--- config.mk ---
export PLATFORM = sky130hd
export DESIGN_NAME = slink_apb_completer
export DESIGN_NICKNAME = d
export VERILOG_FILES = /design/src/rtl/slink_apb_completer.sv
export SDC_FILE = /design/constraint.sdc
export NUM_CORES = 1
export LEC_CHECK = 0
export CAP_MARGIN = 25
export CORE_ASPECT_RATIO = 1.4
export CORE_MARGIN = 2
export CORE_UTILIZATION = 30
export CTS_CLUSTER_DIAMETER = 30
export CTS_CLUSTER_SIZE = 10
export DETAILED_ROUTE_END_ITERATION = 10
export DONT_BUFFER_PORTS = 1
export GPL_ROUTABILITY_DRIVEN = 0
export RECOVER_POWER = 50
export SLEW_MARGIN = 5
export SYNTH_ARGS = -nofsm -noshare
export SYNTH_HDL_FRONTEND = slang
export SYNTH_SLANG_ARGS = --single-unit
--- constraint.sdc ---
create_clock -name apb_clk -period 17.5 [get_ports apb_clk]
set_input_delay 2.625 -clock apb_clk [delete_from_list [all_inputs] [get_ports apb_clk]]
set_output_delay 2.625 -clock apb_clk [all_outputs]
set_load 0.05 [all_outputs]
--- src/rtl/slink_apb_completer.sv ---
// APB completer with a small 32-bit register file; the top index is a read-only ID register.
// Define SLINK_APB_COMPLETER_WAIT_EN to insert WAIT_CYCLES wait states into every transfer.
module slink_apb_completer #(
    parameter int          ADDR_WIDTH  = 8,
    parameter int          NUM_REGS    = 16,
    parameter logic [31:0] ID_VALUE    = 32'h534C_0001,
    parameter int          WAIT_CYCLES = 2
) (
    input  logic                     apb_clk,
    input  logic                     apb_reset,
    input  logic [ADDR_WIDTH-1:0]    apb_paddr,
    input  logic                     apb_pwrite,
    input  logic                     apb_psel,
    input  logic                     apb_penable,
    input  logic [31:0]              apb_pwdata,
    output logic [31:0]              apb_prdata,
    output logic                     apb_pready,
    output logic                     apb_pslverr,
    output logic [NUM_REGS*32-1:0]   reg_q,
    output logic [NUM_REGS-1:0]      wr_pulse
);
    localparam int IDX_W   = ADDR_WIDTH - 2;
    localparam int RW_REGS = NUM_REGS - 1;

    // Handshake: a transfer completes at the edge where psel & penable & pready are all high.
`ifdef SLINK_APB_COMPLETER_WAIT_EN
    typedef enum logic [1:0] {ST_IDLE = 2'd0, ST_ACCESS = 2'd1, ST_WAIT = 2'd2} state_t;
    logic [7:0] cnt_q, cnt_d;
`else
    typedef enum logic [1:0] {ST_IDLE = 2'd0, ST_ACCESS = 2'd1} state_t;
    logic unused_wait_cycles;
    assign unused_wait_cycles = |WAIT_CYCLES;
`endif

    state_t                  state_q, state_d;
    logic [31:0]             prdata_q, prdata_d;
    logic                    pready_q, pready_d;
    logic                    pslverr_q, pslverr_d;
    logic [NUM_REGS-1:0]     wr_pulse_q, wr_pulse_d;
    logic [RW_REGS*32-1:0]   regs_q, regs_d;
    logic [IDX_W-1:0]        idx_q, idx_d;
    logic                    err_q, err_d;
    logic                    write_q, write_d;

    logic [IDX_W-1:0]        setup_idx;
    logic                    setup_err;
    logic [31:0]             setup_rdata;
    logic [NUM_REGS*32-1:0]  reg_all;

    assign reg_all     = {ID_VALUE, regs_q};
    assign reg_q       = reg_all;
    assign apb_prdata  = prdata_q;
    assign apb_pready  = pready_q;
    assign apb_pslverr = pslverr_q;
    assign wr_pulse    = wr_pulse_q;

    always_comb begin
        setup_idx   = apb_paddr[ADDR_WIDTH-1:2];
        setup_err   = (apb_paddr[1:0] != 2'b00) ||
                      (32'(setup_idx) >= 32'(NUM_REGS)) ||
                      (apb_pwrite && (setup_idx == IDX_W'(NUM_REGS - 1)));
        setup_rdata = 32'h0;
        for (int i = 0; i < NUM_REGS; i++) begin
            if (setup_idx == IDX_W'(i)) setup_rdata = reg_all[32*i +: 32];
        end
        if (setup_err) setup_rdata = 32'h0;
    end

    always_comb begin
        state_d    = state_q;
        prdata_d   = prdata_q;
        pready_d   = pready_q;
        pslverr_d  = pslverr_q;
        wr_pulse_d = '0;
        regs_d     = regs_q;
        idx_d      = idx_q;
        err_d      = err_q;
        write_d    = write_q;
`ifdef SLINK_APB_COMPLETER_WAIT_EN
        cnt_d      = cnt_q;
`endif
        case (state_q)
            ST_IDLE: begin
                // psel with penable already high is a protocol violation and is ignored
                if (apb_psel && !apb_penable) begin
                    idx_d   = setup_idx;
                    err_d   = setup_err;
                    write_d = apb_pwrite;
                    if (!apb_pwrite) prdata_d = setup_rdata;
`ifdef SLINK_APB_COMPLETER_WAIT_EN
                    if (WAIT_CYCLES == 0) begin
                        pready_d  = 1'b1;
                        pslverr_d = setup_err;
                        state_d   = ST_ACCESS;
                    end else begin
                        cnt_d   = 8'(WAIT_CYCLES);
                        state_d = ST_WAIT;
                    end
`else
                    pready_d  = 1'b1;
                    pslverr_d = setup_err;
                    state_d   = ST_ACCESS;
`endif
                end
            end
`ifdef SLINK_APB_COMPLETER_WAIT_EN
            ST_WAIT: begin
                if (!apb_psel) begin
                    cnt_d   = 8'd0;
                    state_d = ST_IDLE;
                end else begin
                    cnt_d = cnt_q - 8'd1;
                    if (cnt_q == 8'd1) begin
                        pready_d  = 1'b1;
                        pslverr_d = err_q;
                        state_d   = ST_ACCESS;
                    end
                end
            end
`endif
            ST_ACCESS: begin
                if (!apb_psel) begin
                    pready_d  = 1'b0;
                    pslverr_d = 1'b0;
                    state_d   = ST_IDLE;
                end else if (apb_penable) begin
                    // write data is taken at completion, not at setup
                    if (write_q && !err_q) begin
                        for (int i = 0; i < RW_REGS; i++) begin
                            if (idx_q == IDX_W'(i)) begin
                                regs_d[32*i +: 32] = apb_pwdata;
                                wr_pulse_d[i]      = 1'b1;
                            end
                        end
                    end
                    pready_d  = 1'b0;
                    pslverr_d = 1'b0;
                    state_d   = ST_IDLE;
                end
            end
            default: state_d = ST_IDLE;
        endcase
    end

    always_ff @(posedge apb_clk or posedge apb_reset) begin
        if (apb_reset) begin
            state_q    <= ST_IDLE;
            prdata_q   <= '0;
            pready_q   <= 1'b0;
            pslverr_q  <= 1'b0;
            wr_pulse_q <= '0;
            regs_q     <= '0;
            idx_q      <= '0;
            err_q      <= 1'b0;
            write_q    <= 1'b0;
`ifdef SLINK_APB_COMPLETER_WAIT_EN
            cnt_q      <= '0;
`endif
        end else begin
            state_q    <= state_d;
            prdata_q   <= prdata_d;
            pready_q   <= pready_d;
            pslverr_q  <= pslverr_d;
            wr_pulse_q <= wr_pulse_d;
            regs_q     <= regs_d;
            idx_q      <= idx_d;
            err_q      <= err_d;
            write_q    <= write_d;
`ifdef SLINK_APB_COMPLETER_WAIT_EN
            cnt_q      <= cnt_d;
`endif
        end
    end
endmodule

; After elaboration in Yosys (flattened, before gate mapping)
; Cells that the tools add are included.
; Widths: inputs -> output; s select.
[op_classes]
muxes = 46
bitwise_logic = 1
n_reduce_logical = 31
magnitude_cmp = 1
eq_ne = 32
[ops]
columns = op, count
row1 = $mux 32, 17
row2 = $eq 6x4->1 const B, 15
row3 = $reduce_and 5->1, 15
row4 = $mux 15, 4
row5 = $eq 6x3->1 const B, 8
row6 = $eq 6x2->1 const B, 4
row7 = $mux 1, 19
row8 = $eq 6x1->1 const B, 2
row9 = $logic_not 6->1, 2
row10 = $ge 6x5->1 const B, 1
row11 = $mux 2, 3
row12 = $reduce_and 3->1, 2
row13 = $pmux 1 s2, 2
row14 = $pmux 2 s2, 1
row15 = $reduce_and 2->1, 2
row16 = $reduce_bool 2->1, 2
row17 = $logic_and 1x1->1, 3
row18 = $ne 3x3->1 const B, 1
row19 = $eq 2x1->1 const B, 1
row20 = $logic_not 1->1, 2
row21 = $logic_not 2->1, 1
row22 = $logic_or 1x1->1, 2
row23 = $ne 2x2->1 const B, 1
row24 = $not 1->1, 1
[word_totals]
out_inout_bits = 562
in_bits = 45
ff_bits = 539

; Depth between registers and ports, before layout
[logic_depth]
depth_word = 18
ltp_mapped = 10
mapped_depth_nobuf = 6

; Least setup slack after synthesis
; Ideal clock, no wire load.
[synth_path]
path_kind = in2reg
from = input apb_paddr[3]
to = register prdata_q[4], in the netlist apb_prdata[4]
t_arrival_ns = 4.230
slack_ns = 13.134
required_time_ns = 17.364
stages = 8
n_path_buf = 3
path_cell_list = buf_2 buf_2 buf_2 mux4_2 a222oi_1 nand2_1 a2111oi_0 o31ai_1
[synth_between]
elab_chain_len = 18
word_cells_on_any_way = 37
cone_classes = 1 x order compare / 15 x eq/ne / 17 x mux / 4 x reduce/logical
[synth_rtl]
columns = element, line_no
row1 = start: declaration, 11  ; input logic [ADDR_WIDTH-1:0] apb_paddr,
row2 = $logic_not 6->1, 64  ; if (setup_idx == IDX_W'(i)) setup_rdata = reg_all[32*i +: 32];
row3 = $mux 32 (16 in series), 64
row4 = $mux 32 (*), 66  ; if (setup_err) setup_rdata = 32'h0;
row5 = end signal: assignment, 161  ; prdata_q <= prdata_d;
row6 = end: declaration, 36  ; logic [31:0] prdata_q, prdata_d;
; Mark *: on every way between the ends. The rest lies on a longest branch, timed or not.
; A chain may end at the register's enable or synchronous reset.

==> flow_summary.ini <==
[critical_path]
required_ns = 18.09
cp-start-kind = primary input
max_stage_delay_ns = 1.71
critical_path_class = in2async
arrival_ns = 8.06
cp_max_fo = 188
crit_slowest_cell = clkbuf_1
cpMostUsedCell = clkbuf_1
cp-end-kind = asynchronous set/reset pin
crit_chain = clkinvlp_2, clkbuf_1, clkbuf_1, buf_4, buf_12

[floorplan]
die_area_um2 = 83200
die_h_um = 341
num_rows = 123
die_width_um = 244
ios = 607
coreArea_um2 = 80200
initial_utilization_pct = 30.3

[drt]
wl_met2_mm = 55.3
wl_met3_mm = 9.51
wl_met1_mm = 38.9
num_vias = 17300
first_pass_iters = 7
highest-signal-layer = met4
wl_per_cell_um = 37.3
drt_iter0_drc = 1315
routed_via_density = 5.90
drtAntennaViolNets = 0
routed_wl_mm = 110
drcViolationCount = 0

[synthesis]
synth_compound_area_share_pct = 8.74
syn-instance-count = 1798
synth_xor_area_share_pct = 0.0722
synth_edf_count = 0
synth_cell_type_count = 66
synth_flop_cell = dfrtp_1
muxShareOfSynthArea_pct = 27.3
synthesis.area_um2 = 24300
synth.avg_cell_area_um2 = 13.5
async_flop_share_pct = 100
ys_ff_latch = 537
ys_warn_count = 0
yosysSeqAreaShare_pct = 55.4
synthAdderAreaFrac_pct = 0.0515
synth_top_family_by_area = multiplexers
yosys.area_share.simple_pct = 4.18

[placed_design]
dpl.hpwl_mm = 72.7
place.port_buffers = 0
place_inst = 2748

[outcome]
status = finished, violations left
violations = capacitance limit, slew limit

[clocking]
cts_tree = yes
clkTransAtPathRegs_ns = 0.05
cts.repair.resized = 0
htree_levels = 3
clk_latency_ns = 0.65
numCtsBuffers = 98
cts.hold.buffers_added = 0
cts_buffer_depth = 3
postCtsSetupBuffers = 0
clock-sinks = 537
cts_root_buffer = clkbuf_16

[pwr]
p_per_area_nw_per_um2 = 126
p_leak_nw = 13.5
ir_drop_uv = 96.4

[finish]
layout_commonest_cell = dfrtp_1
drive_above_1_share_pct = 42.4
finalNonFillerCells = 2935
nets = 1833
layout_common_cells = 537 x dfrtp_1, 514 x mux2_2, 100 x clkbuf_16
fillers = 7658
syn_to_final_growth_pct = 17.9
final_core_util_pct = 35.7

[global_routing]
first_global_vias = 17900
grt_usage_pct = 25.7
grt_max_degree = 189
grt_overflow = 0
antenna_found_initial = 0
grt_pass1_wl_mm = 149

[sta]
final.period_utilization_pct = 42.7
setup_viol = 0
rsz0062_at_grt = false
fmax_mhz = 134
fin_setup_tns_ns = 0
finalCriticalPeriod_ns = 7.47
final_hold_viol_count = 0
tightest_slew_ns = 4.88
finalMaxSlewViolations = 416
slew_headroom_pct = -225
fin_skew_ns = 0.0227

[hold_path]
hold_path_class = reg2reg

[job]
max_cap_violations = 14
cell families (layout without fill, tap and decap cells):
kind of cell | count (synthesis) | after routing
mux | 561 | 561
flops | 537 | 537
compound gates | 302 | 302
buf+inv | 198 | 238
simple gates | 195 | 195
other cells | 2 | 37
xor+xnor | 2 | 2
fa+ha+maj | 1 | 1
flip-flops by register name, indices dropped and copies added, names as in the netlist:
signal	count
regs_q	480
apb_prdata	32
wr_pulse	15
idx_q	6
apb_pready	1
apb_pslverr	1
err_q	1
write_q	1
per-layer routing:
| layer | track usage [%] | up-vias |
|---|---|---|
| met1 | 28.2 | 9268 |
| met5 | 0 | - |
| met2 | 45.0 | 1089 |
| li1 | - | 6657 |
| met3 | 7.65 | 307 |
| met4 | 12.9 | 0 |
final cells by class:
type	count	area (um2)	share of cell area [%]
antenna	4	10.0	0.0350
tap	1062	1330	4.64
clock buffer	124	2750	9.62
sequential	537	13400	47.0
timing repair buffer	44	317	1.11
multi-input combinational	1094	10000	35.1
inverter	12	46.3	0.162
clock inverter	58	674	2.36
worst max-delay path, delay by kind of cell:
| kind | cells | cell delay, ns |
|---|---|---|
| buf+inv | 5 | 5.07 |
final timing paths:
kind	from	depth (start not counted)	slack, ns	to
max in group apb_clk	apb_penable	5	10.85	regs_q[143]
max reg2reg	apb_pready	4	12.13	regs_q[143]
min	write_q	1	0.54	write_q
min in group asynchronous	apb_reset	1	1.98	regs_q[318]
min reg2reg	write_q	1	0.54	write_q
max	apb_reset	5	10.03	regs_q[334]
cells in the mapped netlist, drive strengths merged, types with 26 or more instances:
master	instances	share of area [%]
mux4	29	2.7
buf	130	3.2
o22ai	26	0.67
mux2	514	24
dfrtp	537	55
o21ai	43	0.89
a221oi	28	1.0
nor2	58	1.0
a22oi	37	1.1
clkbuf	56	0.87
nand2	58	0.90
a21oi	64	1.3
through the flow:
step / total power, mW / setup slack, ns / hold slack (ns) / area, um2
5_1_grt: 3.71 / 9.16 / 0.549 / 28600
3_3_place_gp: 1.68 / 11.69 / 0.494 / 25300
4_1_cts: 3.64 / 12.23 / 0.540 / 28700
3_5_place_dp: 1.69 / 11.52 / 0.528 / 25300
6_report: 3.62 / 10.03 / 0.543 / 28600
2_1_floorplan: 1.64 / 7.57 / 0.481 / 24400
where the power goes:
group          internal, mW  leakage (nW)  switching [mW]  total (mW)
logic                0.0648          4.35          0.0974       0.162
registers              1.29          7.47           0.213        1.50
clock network          1.27          1.68           0.684        1.95
(Power assumes the default switching activity.)
